[src/rtl/topk_tracker.sv]
// ---------------------------------------------------------------------------
// topk_tracker
//   Streaming top-K tracker. Keeps the K largest unsigned samples accepted
//   since the last reset/clear in a sorted register array (rank 0 = largest).
//   Each rank has its own comparator; an insertion is a single-cycle
//   parallel shift, so one sample per cycle is accepted with no stall.
//
// Ports
//   clk        in   rising-edge clock
//   resetn     in   asynchronous active-low reset
//   din_valid  in   sample offered this cycle
//   din        in   sample value (unsigned)
//   clear      in   synchronous flush, wins over din_valid
//   rank_sel   in   rank to read on dout/rank_valid
//   dout       out  value at rank_sel, 0 when that rank is unoccupied
//   rank_valid out  rank_sel is occupied
//   ranks      out  all ranks, rank r at [r*DATA_WIDTH +: DATA_WIDTH]
//   count      out  number of occupied ranks, saturating at K
// ---------------------------------------------------------------------------
module topk_tracker #(
    parameter int unsigned DATA_WIDTH = 32,
    parameter int unsigned K          = 4,
    parameter bit          UNIQUE     = 1'b0,
    localparam int unsigned RANK_W    = $clog2(K),
    localparam int unsigned CNT_W     = $clog2(K + 1)
) (
    input  logic                    clk,
    input  logic                    resetn,
    input  logic                    din_valid,
    input  logic [DATA_WIDTH-1:0]   din,
    input  logic                    clear,
    input  logic [RANK_W-1:0]       rank_sel,
    output logic [DATA_WIDTH-1:0]   dout,
    output logic                    rank_valid,
    output logic [K*DATA_WIDTH-1:0] ranks,
    output logic [CNT_W-1:0]        count
);

    logic [DATA_WIDTH-1:0] r_val [K];
    logic [K-1:0]          r_occ;
    logic [CNT_W-1:0]      r_count;

    logic [DATA_WIDTH-1:0] w_val_nxt [K];
    logic [K-1:0]          w_occ_nxt;
    logic [CNT_W-1:0]      w_count_nxt;
    logic [K-1:0]          w_gt;
    logic                  w_dup;
    logic                  w_accept;

    // w_gt[r]: din belongs at or above rank r. Because occupancy is contiguous
    // and values are non-increasing, w_gt is thermometer-coded (0..0 1..1),
    // so the insertion point is the first set bit.
    always_comb begin
        w_dup = 1'b0;
        for (int r = 0; r < int'(K); r++) begin
            w_gt[r] = !r_occ[r] || (din > r_val[r]);
            w_dup   = w_dup | (r_occ[r] && (din == r_val[r]));
        end
        w_accept = din_valid && !clear && !(UNIQUE && w_dup);
    end

    // Next rank value: hold, din (insertion point) or the rank above (shift).
    always_comb begin
        for (int r = 0; r < int'(K); r++) begin
            w_val_nxt[r] = r_val[r];
            w_occ_nxt[r] = r_occ[r];
        end
        w_count_nxt = r_count;
        if (w_accept) begin
            if (w_gt[0]) begin
                w_val_nxt[0] = din;
                w_occ_nxt[0] = 1'b1;
            end
            for (int r = 1; r < int'(K); r++) begin
                if (w_gt[r-1]) begin
                    w_val_nxt[r] = r_val[r-1];
                    w_occ_nxt[r] = r_occ[r-1];
                end else if (w_gt[r]) begin
                    w_val_nxt[r] = din;
                    w_occ_nxt[r] = 1'b1;
                end
            end
            // w_gt[K-1] set means some insertion point exists.
            if (w_gt[K-1] && (r_count != CNT_W'(K))) begin
                w_count_nxt = r_count + CNT_W'(1);
            end
        end
    end

    always_ff @(posedge clk or negedge resetn) begin
        if (!resetn) begin
            for (int r = 0; r < int'(K); r++) begin
                r_val[r] <= '0;
            end
            r_occ   <= '0;
            r_count <= '0;
        end else if (clear) begin
            for (int r = 0; r < int'(K); r++) begin
                r_val[r] <= '0;
            end
            r_occ   <= '0;
            r_count <= '0;
        end else begin
            for (int r = 0; r < int'(K); r++) begin
                r_val[r] <= w_val_nxt[r];
            end
            r_occ   <= w_occ_nxt;
            r_count <= w_count_nxt;
        end
    end

    always_comb begin
        dout       = '0;
        rank_valid = 1'b0;
        ranks      = '0;
        for (int r = 0; r < int'(K); r++) begin
            ranks[r*DATA_WIDTH +: DATA_WIDTH] = r_occ[r] ? r_val[r] : '0;
            if (rank_sel == RANK_W'(r)) begin
                rank_valid = r_occ[r];
                dout       = r_occ[r] ? r_val[r] : '0;
            end
        end
    end

    assign count = r_count;

endmodule

[config.mk]
export PLATFORM = sky130hd
export DESIGN_NAME = topk_tracker
export DESIGN_NICKNAME = d
export VERILOG_FILES = /design/src/rtl/topk_tracker.sv
export SDC_FILE = /design/constraint.sdc
export NUM_CORES = 1
export LEC_CHECK = 0
export BUFFER_PORTS_ARGS = -buffer_cell sky130_fd_sc_hd__buf_4
export CAP_MARGIN = 20
export CELL_PAD_IN_SITES_DETAIL_PLACEMENT = 1
export CELL_PAD_IN_SITES_GLOBAL_PLACEMENT = 2
export CORE_UTILIZATION = 35
export CTS_BUF_LIST = sky130_fd_sc_hd__clkbuf_4 sky130_fd_sc_hd__clkbuf_8
export DETAILED_ROUTE_END_ITERATION = 6
export MAX_ROUTING_LAYER = met4
export PLACE_DENSITY_LB_ADDON = 0.1
export SLEW_MARGIN = 20
export SYNTH_ARGS = -nofsm -noshare
export SYNTH_HDL_FRONTEND = slang
export SYNTH_SLANG_ARGS = --single-unit
[constraint.sdc]
create_clock -name clk -period 3.1 [get_ports clk]
set_input_delay 0.31 -clock clk [delete_from_list [all_inputs] [get_ports clk]]
set_output_delay 0.31 -clock clk [all_outputs]
set_load 0.01 [all_outputs]
==> impl_metrics.env <==
export IMPL_status="finished, final reports clean"
export IMPL_final_nets=1619
export IMPL_drive_gt1_share_pct=29.4
export IMPL_setup_worst_path_start_class="register"
export IMPL_rows=63
export IMPL_gp_congestion=0.924
export IMPL_tightest_slew_ns=0.702
export IMPL_clkLatencyLatePin_ns=0.46
export IMPL_syn_area_per_cell_sq_um=8.92
export IMPL_grt_usage_pct=31.3
export IMPL_initial_core_util_pct=35.6
export IMPL_cts_made_buffers=17
export IMPL_hold_depth=2
export IMPL_die_w_um=176
export IMPL_grt_start_max_net_pins=63
export IMPL_finalHoldViolCount=0
export IMPL_finClkSkew_ns=0.0193
export IMPL_final_area_sq_um=13800
export IMPL_rsz0062_at_grt="true"
export IMPL_finalCriticalPeriod_ns=3.02
export IMPL_synthCells=1188
export IMPL_syn_area_sq_um=10600
export IMPL_ys_ff_latch=135
export IMPL_die_h_um=176
export IMPL_ys_types=59
export IMPL_grt_pass1_wl_um=69600
export IMPL_reg2reg_slack_ns=0.08
export IMPL_drv_cap=0
export IMPL_reg2reg_to="r_val[29]"
export IMPL_min_path_type="in2reg"
export IMPL_path_class="reg2reg"
export IMPL_grt_overflow_total=0
export IMPL_p_leak_nw=6.46
export IMPL_hpwl_um=33500
export IMPL_final_antenna_net_count=0
export IMPL_drc_errors=0
export IMPL_setup_viol=0
export IMPL_wl_um=46500
export IMPL_grt_pass1_vias=11100
export IMPL_coreArea_sq_um=29700
export IMPL_synth_edf_count=0
export IMPL_drv_slew=0
export IMPL_clock_sinks=135
export IMPL_grt_met2_usage_pct=47.9
export IMPL_clkTransAtPathRegs_ns=0.09
export IMPL_required_ns=3.48
export IMPL_syn_to_final_growth_pct=30.3
export IMPL_whs_ns=0.110
export IMPL_crit_path_end_kind="register"
export IMPL_ys_warn_count=0
export IMPL_syn_nets=1356
export IMPL_routed_via_density=5.81
export IMPL_grt_busiest_layer="met2"
export IMPL_antenna_found_initial=0
export IMPL_place_area_sq_um=13300
export IMPL_cts_tree="built"
export IMPL_dieArea_sq_um=31000
export IMPL_cts_max_level=4
export IMPL_final_setup_tns_ns=0
export IMPL_ys_flop_type="dfrtp_1"
export IMPL_use_met3_pct=5.66
export IMPL_cts_path_max_buffers=2
export IMPL_hp_start="din[0]"
export IMPL_regArea_sq_um=3380
export IMPL_power_density_nw_per_um2=356
export IMPL_global_route_usage_met1_pct=42.0
export IMPL_reg2regPathDepth=11
export IMPL_fin_crit_sh_pct=97.5
export IMPL_max_slew_margin_pct=53.2
export IMPL_vdd_drop_max_mv=0.228
export IMPL_yosysSeqAreaShare_pct=31.9
export IMPL_multi_input_area_sq_um=6440
export IMPL_wl_per_cell_um=25.1
export IMPL_hold_end="r_val[96]"
export IMPL_vias=10800
export IMPL_boundaryPins=202
export IMPL_antenna_diode_count=0
export IMPL_cts_root_buf="clkbuf_8"
export IMPL_async_flop_share_pct=100
export IMPL_r2r_start="r_val[62]"
export IMPL_critPathArrivalTime_ns=3.40
export IMPL_fillers=3498
export IMPL_dr_pass1_iters=5
export IMPL_drt_iter0_drc=901
export IMPL_fmaxAchievable_mhz=331
export IMPL_path_max_fanout=14
export IMPL_portBuffers=201
logic make-up (layout without fill, tap and decap cells):
logic type | count (synthesis) | in the layout | synth area share, %
fa+ha+maj | 130 | 130 | 15.4
mux | 36 | 36 | 3.41
simple gates | 311 | 311 | 14.9
compound gates | 339 | 339 | 25.5
buf+inv | 236 | 510 | 8.80
xor+xnor | 1 | 1 | 0.0827
flops | 135 | 135 | 31.9
per-stage QoR:
step | power, mW | util (%) | instances | worst slack [ns]
CTS | 4.90 | 46.0 | 1850 | 0.0662
global route | 5.13 | 46.4 | 1852 | -0.0128
global placement | 3.32 | 44.6 | 1819 | -0.121
finish | 4.91 | 46.4 | 1852 | 0.0774
floorplan | 2.67 | - | 1188 | 0.334
detailed placement | 3.35 | 44.6 | 1819 | -0.199
how the worst max path moves through the flow:
stage,cells past startpoint,slack [ns],endpoint,startpoint
finish,11,0.08,r_val[29],r_val[62]
global placement,11,-0.12,r_val[28],din[29]
floorplan,12,0.33,r_val[0],r_val[62]
global route,10,-0.01,r_val[69],r_val[101]
CTS,11,0.07,r_val[35],r_val[63]
detailed placement,10,-0.20,r_val[79],din[30]
sequential cells by signal, summed over array words and instances (netlist names):
register / cells
r_occ: 4
count: 3
r_val: 128
power breakdown:
| group | switching, mW | internal, mW | leakage, nW |
|---|---|---|---|
| clock network | 0.800 | 0.750 | 0.186 |
| registers | 0.0916 | 1.86 | 1.82 |
| logic | 0.853 | 0.551 | 4.45 |
| total | 1.74 | 3.16 | 6.46 |
area by class of cell:
type                            instances  share of cell area [%]
Clock buffer                           19                    1.90
Clock inverter                         11                   0.916
Multi-Input combinational cell        817                    46.7
Timing Repair Buffer                  314                    18.0
Tap cell                              390                    3.54
Inverter                              166                    4.52
Sequential cell                       135                    24.5
synth_stat cells, drive strengths merged, types with 33 or more instances:
library cell / instances / area (sq um)
inv: 165 / 619
nand2: 43 / 161
mux2i: 35 / 350
clkbuf: 54 / 204
ha: 130 / 1630
dfrtp: 135 / 3380
a21oi: 99 / 495
nor2: 94 / 353
o22ai: 33 / 206
nand3: 44 / 220
and2: 68 / 425
o221ai: 33 / 477
cells in the final DEF, fill, tap and decap left out, types with 28 or more instances in the layout:
| master | instances |
|---|---|
| buf_4 | 303 |
| o221ai_2 | 30 |
| nand3_1 | 44 |
| inv_1 | 164 |
| o221a_2 | 32 |
| nand2_1 | 42 |
| mux2i_1 | 35 |
| and2_1 | 68 |
| ha_1 | 129 |
| a21oi_1 | 96 |
| dfrtp_1 | 135 |
| a22oi_1 | 28 |
| o22ai_1 | 33 |
| a22o_1 | 32 |
| nor2_1 | 92 |
critical path: stages, from the launching register on:
cell and delay [ns]:
dfrtp_1 0.35, inv_1 0.04, ha_1 0.31, buf_4 0.15, a21oi_1 0.19, nand2_2 0.13
a221o_1 0.37, o31a_1 0.30, a21o_1 0.20, or4_4 0.51, buf_12 0.20, o221ai_1 0.17
what timing repair did:
item | CTS | global route
hold buffers | 1 | 0
pin swaps | 0 | 6
hold endpoints to repair | 59 | 0
setup endpoints to repair | 95 | 93
gates cloned | 0 | 1
resized for setup | 3 | 16
buffers inserted | 0 | 1
metal layers:
metal	wire length (um)	part of all wire [%]
met1	21100	45
met2	21400	46
met3	3040	6.5
met4	995	2.1
met5	0	0
Note: power is estimated with default switching activity, not from simulation.
